File: config.mk
export PLATFORM = sky130hd
export DESIGN_NAME = cpu_run_ctrl_flat
export DESIGN_NICKNAME = d
export VERILOG_FILES = /design/src/rtl/cpu_run_ctrl_if.sv /design/src/rtl/cpu_run_ctrl.sv /design/src/flat_wrapper.sv
export SDC_FILE = /design/constraint.sdc
export NUM_CORES = 1
export LEC_CHECK = 0
export ABC_AREA = 1
export ABC_CLOCK_PERIOD_IN_PS = 1600
export BUFFER_PORTS_ARGS = -buffer_cell sky130_fd_sc_hd__buf_2
export CAP_MARGIN = 20
export CORE_MARGIN = 2
export CORE_UTILIZATION = 61
export DETAILED_ROUTE_END_ITERATION = 10
export PLACE_DENSITY = 0.81
export SLEW_MARGIN = 20
export SYNTH_ARGS = -nofsm -noshare
export SYNTH_HDL_FRONTEND = slang
export SYNTH_SLANG_ARGS = --single-unit
File: constraint.sdc
create_clock -name clk -period 1.6 [get_ports clk]
set_input_delay 0.08 -clock clk [delete_from_list [all_inputs] [get_ports clk]]
set_output_delay 0.08 -clock clk [all_outputs]
set_load 0.01 [all_outputs]
File: src/rtl/cpu_run_ctrl_if.sv
// cpu_run_ctrl_if: board/core-side signals of the run/step controller.
// Latency: n/a (wiring only).
// Backpressure: none; every signal is a plain level.
interface cpu_run_ctrl_if;
  logic       btn_run;
  logic       btn_step;
  logic       cpu_halt_req;
  logic       slow_clk;
  logic       halt;
  logic       running;
  logic       step_done;
  logic [1:0] state;

  // board / environment side: drives buttons, core request and divided clock
  modport master (
    output btn_run, btn_step, cpu_halt_req, slow_clk,
    input  halt, running, step_done, state
  );

  // controller side
  modport slave (
    input  btn_run, btn_step, cpu_halt_req, slow_clk,
    output halt, running, step_done, state
  );
endinterface

File: src/rtl/cpu_run_ctrl.sv
// cpu_run_ctrl: run/stop/single-step controller driving the clock divider's halt input.
// Latency: raw button edge -> event 2+DEBOUNCE_CYCLES cycles; event -> state/halt 1 cycle.
// Backpressure: none; inputs are levels, all outputs are registered.
module cpu_run_ctrl #(
  parameter int DEBOUNCE_CYCLES = 250000,
  parameter bit START_RUNNING   = 1'b0
) (
  input logic           clk,
  input logic           reset,
  cpu_run_ctrl_if.slave bus
);

  localparam int            CW       = $clog2(DEBOUNCE_CYCLES) + 1;
  localparam logic [CW-1:0] CNT_LAST = CW'(DEBOUNCE_CYCLES - 1);
  // button index 0 = run, 1 = step
  localparam int            NB       = 2;

  typedef enum logic [1:0] {
    HALTED   = 2'd0,
    RUNNING  = 2'd1,
    STEPPING = 2'd2,
    TRAPPED  = 2'd3
  } state_t;

  logic [NB-1:0] btn_meta;
  logic [NB-1:0] btn_sync;
  logic [NB-1:0] btn_acc;
  logic [NB-1:0] btn_evt;
  logic [CW-1:0] db_cnt [NB];
  logic [2:0]    slow_sync;
  logic          slow_rise;
  logic          run_evt;
  logic          step_evt;

  state_t        state_q;
  logic          halt_q;
  logic          running_q;
  logic          step_done_q;

  // two-flop synchronisers; slow_clk carries a third stage for rising-edge detection
  always_ff @(posedge clk or negedge reset) begin
    if (!reset) begin
      btn_meta  <= '0;
      btn_sync  <= '0;
      slow_sync <= '0;
    end else begin
      btn_meta  <= {bus.btn_step, bus.btn_run};
      btn_sync  <= btn_meta;
      slow_sync <= {slow_sync[1:0], bus.slow_clk};
    end
  end

  assign slow_rise = slow_sync[1] & ~slow_sync[2];

  // debounce: the counter measures how long the synced level has disagreed with the
  // accepted one; any agreeing sample restarts it, and the flip clears it so it never wraps
  always_ff @(posedge clk or negedge reset) begin
    if (!reset) begin
      for (int i = 0; i < NB; i++) begin
        db_cnt[i] <= '0;
      end
      btn_acc <= '0;
      btn_evt <= '0;
    end else begin
      for (int i = 0; i < NB; i++) begin
        btn_evt[i] <= 1'b0;
        if (btn_sync[i] == btn_acc[i]) begin
          db_cnt[i] <= '0;
        end else if (db_cnt[i] == CNT_LAST) begin
          db_cnt[i]  <= '0;
          btn_acc[i] <= btn_sync[i];
          // only a press (accepted 0->1) is an event; a release is silent
          btn_evt[i] <= btn_sync[i];
        end else begin
          db_cnt[i] <= db_cnt[i] + CW'(1);
        end
      end
    end
  end

  assign run_evt  = btn_evt[0];
  assign step_evt = btn_evt[1];

  // run/step state machine; halt/running are updated on the same edge as the state
  always_ff @(posedge clk or negedge reset) begin
    if (!reset) begin
      state_q     <= START_RUNNING ? RUNNING : HALTED;
      halt_q      <= !START_RUNNING;
      running_q   <= START_RUNNING;
      step_done_q <= 1'b0;
    end else begin
      step_done_q <= 1'b0;
      unique case (state_q)
        HALTED: begin
          if (bus.cpu_halt_req) begin
            state_q   <= TRAPPED;
            halt_q    <= 1'b1;
            running_q <= 1'b0;
          end else if (run_evt) begin
            // run wins over a simultaneous step; the step is dropped
            state_q   <= RUNNING;
            halt_q    <= 1'b0;
            running_q <= 1'b1;
          end else if (step_evt) begin
            state_q   <= STEPPING;
            halt_q    <= 1'b0;
            running_q <= 1'b0;
          end
        end
        RUNNING: begin
          if (bus.cpu_halt_req) begin
            state_q   <= TRAPPED;
            halt_q    <= 1'b1;
            running_q <= 1'b0;
          end else if (run_evt) begin
            state_q   <= HALTED;
            halt_q    <= 1'b1;
            running_q <= 1'b0;
          end
        end
        STEPPING: begin
          if (bus.cpu_halt_req) begin
            state_q   <= TRAPPED;
            halt_q    <= 1'b1;
            running_q <= 1'b0;
          end else if (run_evt) begin
            state_q   <= RUNNING;
            halt_q    <= 1'b0;
            running_q <= 1'b1;
          end else if (slow_rise) begin
            // the divider holds slow_clk low once halted, so one rise is one CPU cycle
            state_q     <= HALTED;
            halt_q      <= 1'b1;
            running_q   <= 1'b0;
            step_done_q <= 1'b1;
          end
        end
        TRAPPED: begin
          if (run_evt && !bus.cpu_halt_req) begin
            state_q   <= HALTED;
            halt_q    <= 1'b1;
            running_q <= 1'b0;
          end
        end
        default: begin
          state_q   <= HALTED;
          halt_q    <= 1'b1;
          running_q <= 1'b0;
        end
      endcase
    end
  end

  assign bus.state     = state_q;
  assign bus.halt      = halt_q;
  assign bus.running   = running_q;
  assign bus.step_done = step_done_q;

endmodule

File: src/flat_wrapper.sv
// flat-port wrapper written by rule: the top's interface ports become plain ports
module cpu_run_ctrl_flat 
#(
  parameter int DEBOUNCE_CYCLES = 250000,
  parameter bit START_RUNNING   = 1'b0
)
  (clk, reset, bus_btn_run, bus_btn_step, bus_cpu_halt_req, bus_slow_clk, bus_halt, bus_running, bus_step_done, bus_state);
  cpu_run_ctrl_if bus_i ();
  input logic clk;
  input logic reset;
  input wire logic [$bits(bus_i.btn_run)-1:0] bus_btn_run;
  input wire logic [$bits(bus_i.btn_step)-1:0] bus_btn_step;
  input wire logic [$bits(bus_i.cpu_halt_req)-1:0] bus_cpu_halt_req;
  input wire logic [$bits(bus_i.slow_clk)-1:0] bus_slow_clk;
  output wire logic [$bits(bus_i.halt)-1:0] bus_halt;
  output wire logic [$bits(bus_i.running)-1:0] bus_running;
  output wire logic [$bits(bus_i.step_done)-1:0] bus_step_done;
  output wire logic [$bits(bus_i.state)-1:0] bus_state;
  assign bus_i.btn_run = bus_btn_run;
  assign bus_i.btn_step = bus_btn_step;
  assign bus_i.cpu_halt_req = bus_cpu_halt_req;
  assign bus_i.slow_clk = bus_slow_clk;
  assign bus_halt = bus_i.halt;
  assign bus_running = bus_i.running;
  assign bus_step_done = bus_i.step_done;
  assign bus_state = bus_i.state;
  cpu_run_ctrl #(.DEBOUNCE_CYCLES(DEBOUNCE_CYCLES), .START_RUNNING(START_RUNNING)) u_core (.clk(clk), .reset(reset), .bus(bus_i));
endmodule
# Word level (Yosys, flattened, before mapping)
# Index checks and enable logic that the tools add are counted.
[classes] add_sub_neg=2 eq_ne=11 mux=41 n_bitwise=4 reduce_logical=6
[ops] operator="2-to-1 mux 19 bit" n=4
[ops] operator="adder 19 x 1 -> 19 bit (second input constant)" n=2
[ops] operator="== test 19 x 18 -> 1 bit (second input constant)" n=2
[ops] operator="2-to-1 mux 1 bit" n=25
[ops] operator="2-to-1 mux 2 bit" n=9
[ops] operator="inequality test 4 x 2 -> 1 bit (second input constant)" n=2
[ops] operator="one-hot mux 1 bit (4 select lines)" n=2
[ops] operator="one-hot mux 2 bit (4 select lines)" n=1
[ops] operator="== test 2 bit (second input constant)" n=2
[ops] operator="AND reduction 2 bit" n=2
[ops] operator="AND reduction 4 bit" n=1
[ops] operator="inequality test 3 x 2 -> 1 bit (second input constant)" n=1
[ops] operator="inverter 1 bit" n=3
[ops] operator="== test 1 bit" n=2
[ops] operator="== test 2 x 1 -> 1 bit (second input constant)" n=1
[ops] operator="zero test 2 bit" n=1
[ops] operator="inequality test 2 x 1 -> 1 bit (second input constant)" n=1
[ops] operator="bitwise AND 1 bit" n=1
[ops] operator="logical AND 1 bit" n=1
[ops] operator="zero test 1 bit" n=1
[totals] reg_bits=54 in_bits=6 wordCells=76

# Logic depth before layout (Yosys ltp)
[logic_depth] word_depth=6 mapped_depth=8 ltp_nobuf=8

# Worst setup path before layout
# Ideal clock, no wire load.
[synth_path] kind="register to register" from="reg u_core.db_cnt[19] (netlist name)" to="reg u_core.db_cnt[31] (netlist name)" arrival_ns=1.177 required_ns=1.480 path_slack_ns=0.303 stages_incl_launch_ff=8 n_path_buf=0 cell_sequence="dfrtp_1 ha_1 inv_1 nor2_2 nand2_2 nor2_1 xor2_1 nor2_1"
[synth_between] elab_chain_cells=3 elab_cells_between_ends=4
[synth_lines] item="from (decl)" line="cpu_run_ctrl.sv:29" text="logic [CW-1:0] db_cnt [NB];"
[synth_lines] item="from (signal, indexed assignment)" line="cpu_run_ctrl.sv:75" text="db_cnt[i] <= db_cnt[i] + CW'(1);"
[synth_lines] item="adder 19 x 1 -> 19 bit / == test 19 x 18 -> 1 bit (equally long branches)" line="cpu_run_ctrl.sv:75, cpu_run_ctrl.sv:69"
[synth_lines] item="2-to-1 mux 19 bit (*)" line="cpu_run_ctrl.sv:69" text="end else if (db_cnt[i] == CNT_LAST) begin"
[synth_lines] item="2-to-1 mux 19 bit (*)" line="cpu_run_ctrl.sv:67" text="if (btn_sync[i] == btn_acc[i]) begin"
# Every way passes the cells marked *; elsewhere a longest branch is shown, timed or not.
# A chain may end at the register's enable or synchronous reset.

# Worst setup path after layout
[layout_path] from="reg u_core.db_cnt[0] (netlist name)" to="reg u_core.db_cnt[3] (netlist name)"
# The elaborated chain is that of the path after synthesis.

==> flow_metrics.py <==
metrics = {
    "status": {
        "status": "finished, final reports clean",
    },
    "layout": {
        "stdcell_count": 431,
        "area_growth_syn_to_layout_pct": 10.8,
        "n_antenna_cell": 0,
        "fin_util": 0.701,
        "nets": 386,
        "fin_area_sq_um": 3030,
        "drive_above_1_share": 0.111,
    },
    "setup_path": {
        "rr_worst_depth": 6,
        "slowest_delay_ps": 400,
        "end_kind": "flip-flop",
        "crit_path_start_kind": "flip-flop",
        "critPathMaxFanout": 7,
        "cp_common_cell": "nor2_1",
        "path_cells": "ha_1 > nand3_1 > nor2_1 > nand3_2 > nand2_4 > nor2_1",
        "crit_arrival_ps": 1660,
        "timing.rr.start": "u_core.db_cnt[0]$_DFF_PN0_",
        "critPathKind": "flip-flop to flip-flop",
        "crit_buf_inv": 0,
        "cp_slowest_cell": "dfrtp_1",
        "r2r-end": "u_core.db_cnt[3]$_DFF_PN0_",
        "crit_family": "simple AND/OR/NAND/NOR gates",
        "crit_required_ps": 1800,
        "reg2reg_slack_ps": 140,
    },
    "route": {
        "drc_errors": 0,
        "met1_length_microns": 2360,
        "detail_route.iter0.violations": 204,
        "dr.pass1.iters": 4,
        "via_per_inst": 5.24,
        "antenna_left": 0,
        "wl_met2_microns": 2670,
        "dr.max_layer_used": "met4",
        "vias": 2257,
        "drt_wl_total_microns": 5420,
        "wire_per_inst_microns": 12.6,
        "wl_met3_microns": 272,
    },
    "global_routing": {
        "grtUsageTotal": 0.242,
        "grt_max_degree": 55,
        "grt_pass1_vias": 2180,
        "grt_pass1_wl_microns": 9690,
        "gr-total-overflow": 0,
        "antenna_found_initial": 0,
    },
    "synthesis": {
        "syn_nets": 363,
        "synth.distinct_cells": 22,
        "synth_edf_count": 0,
        "synthCells": 355,
        "syn-cell-area_sq_um": 2740,
        "yosysSeqAreaShare": 0.494,
        "ys_warn_count": 0,
        "ys_ff_latch": 54,
        "async_flop_share": 1.00,
        "synth.avg_cell_area_sq_um": 7.71,
        "ys.flop_type": "dfrtp_1",
    },
    "floorplanning": {
        "initial_utilization": 0.633,
        "dieArea_sq_um": 5040,
        "core_area_sq_um": 4320,
        "die_y_microns": 71.0,
        "num_rows": 24,
        "die_x_microns": 71.0,
        "io_pins": 11,
    },
    "cts": {
        "htreeDepth": 2,
        "cts_tree": "built",
        "clock_sinks": 54,
        "cts_buffers": 5,
        "path_clk_slew_ps": 100,
        "insertion_delay_ps": 320,
        "clockBufferDepth": 2,
        "cts_setup_buffers": 0,
        "root_buffer": "clkbuf_8",
    },
    "pwr": {
        "clockPowerShare": 0.343,
        "p_int_mw": 1.74,
        "netSwitchingPower_mw": 0.562,
        "power_frac_seq": 0.611,
        "p_sw_frac": 0.245,
        "power_density_nw_per_um2": 758,
        "ir_drop_mv": 0.549,
        "power_leakage_nw": 1.28,
        "power.share.combinational": 0.046,
    },
    "sta": {
        "setup_tns_ps": 0,
        "drv_slew": 0,
        "post-route-period-util": 0.911,
        "hold_viol_final": 0,
        "max_freq_mhz": 686,
        "min_period_ps": 1460,
        "grt_setup_unrepaired": "false",
        "setup_violations": 0,
        "skew_ps": 13.3,
        "worst_slew_pin_slew_ps": 587,
        "slew_headroom": 0.607,
    },
    "hold_path": {
        "hp-class": "input port to asynchronous set/reset pin",
    },
    "placement": {
        "hpwlAfterDp_microns": 4070,
        "dp.cells": 418,
        "gp_congestion": 0.902,
        "placed_area_sq_um": 2870,
        "io_buffer_count": 10,
    },
    "job": {
        "cap_violations": 0,
    },
}
[flip-flops by register name, indices dropped and copies added (netlist names)]
| register | count |
|---|---|
| u_core.bus.state | 2 |
| u_core.btn_sync | 2 |
| u_core.btn_evt | 2 |
| u_core.btn_meta | 2 |
| u_core.bus.running | 1 |
| u_core.slow_sync | 3 |
| u_core.btn_acc | 2 |
| u_core.bus.halt | 1 |
| u_core.db_cnt | 38 |
| u_core.bus.step_done | 1 |
[worst max path at each step]
stage	from	to	slack [ps]	cells past startpoint
floorplan	u_core.db_cnt[19]$_DFF_PN0_	u_core.db_cnt[31]$_DFF_PN0_	300	7
global placement	u_core.db_cnt[19]$_DFF_PN0_	u_core.db_cnt[31]$_DFF_PN0_	130	6
detailed placement	u_core.db_cnt[19]$_DFF_PN0_	u_core.db_cnt[20]$_DFF_PN0_	100	6
CTS	u_core.db_cnt[19]$_DFF_PN0_	u_core.db_cnt[20]$_DFF_PN0_	80	6
global route	u_core.db_cnt[0]$_DFF_PN0_	u_core.db_cnt[3]$_DFF_PN0_	10	6
finish	u_core.db_cnt[0]$_DFF_PN0_	u_core.db_cnt[3]$_DFF_PN0_	140	6
[cells in the final DEF, fill, tap and decap left out]
cell and count:
dfstp_2 1, xnor2_1 4, ha_2 1, o21ai_0 10
o21bai_1 2, nor3_1 2, nor4_1 1, inv_2 2
nor2_4 2, nor2_2 7, o21ai_1 5, inv_6 1
buf_2 10, buf_12 1, dlygate4sd3_1 5, a31oi_1 2
clkbuf_8 5, nand2_2 6, nand3_1 20, nand2_4 2
dfrtp_1 53, nor2_1 93, xor2_1 16, inv_1 38
nand3b_1 2, ha_1 1, nand3_2 2, nand4_1 3
nand2_1 80, clkinvlp_4 2
[power groups by stage]
stage / clock, mW / combinational [mW] / sequential (mW)
after floorplan: 0 / 0.0430 / 1.43
after global placement: 0 / 0.0948 / 1.43
after detailed placement: 0 / 0.0975 / 1.43
after CTS: 0.810 / 0.107 / 1.40
after global routing: 0.857 / 0.126 / 1.41
final: 0.789 / 0.107 / 1.40
[layout make-up]
type	count	area [sq um]
clock buffers	5	68.8
clock inverters	3	23.8
fillers	379	1290
inverters	40	150
multi-input cells	261	1250
flip-flops and latches	54	1350
well taps	52	65.1
repair buffers	16	120
[worst min-delay path, stage by stage]
cell           delay (ps)
dlygate4sd3_1         520
buf_2                 120
buf_12                260
[cells in the mapped netlist (3+ instances only)]
cell type / number / area share
nor2_1: 93 / 0.13
nand2_1: 80 / 0.11
dfrtp_1: 53 / 0.48
inv_1: 38 / 0.052
nand3_1: 21 / 0.038
xor2_1: 16 / 0.051
o21ai_0: 10 / 0.018
nand2_2: 8 / 0.018
nor2_2: 7 / 0.016
o21ai_1: 5 / 0.0091
xnor2_1: 4 / 0.013
nand4_1: 3 / 0.0069
[layer usage]
layer,global-route usage,vias to the layer above
li1,-,1136
met1,0.320,1043
met2,0.406,65
met3,0.0484,13
met4,0.0755,0
met5,0,-
[cells by family (layout without fill, tap and decap cells)]
kind of cell,after synthesis,count (layout),share of synthesized area
xor gates and xnor gates,20,20,0.0640
and+or+nand+nor,220,220,0.340
adders and majority gates,2,2,0.00914
AOI/OAI and AO/OA,19,19,0.0375
buffers and inverters,40,64,0.0549
DFF,54,54,0.494
[through the flow]
step	total power [mW]	worst slack (ps)	hold slack, ps
2_1_floorplan	1.47	303	-216
3_3_place_gp	1.52	133	92.3
3_5_place_dp	1.53	95.9	95.6
4_1_cts	2.32	83.9	285
5_1_grt	2.39	14.7	339
6_report	2.30	143	268
[repair_timing]
| item | 4_1_cts | 5_1_grt |
|---|---|---|
| endpoints found under the setup margin | 0 | 18 |
| endpoints found under the hold margin | 57 | 0 |
| gates resized for setup | 0 | 4 |
| hold buffers | 5 | 0 |
(Power assumes the default switching activity.)
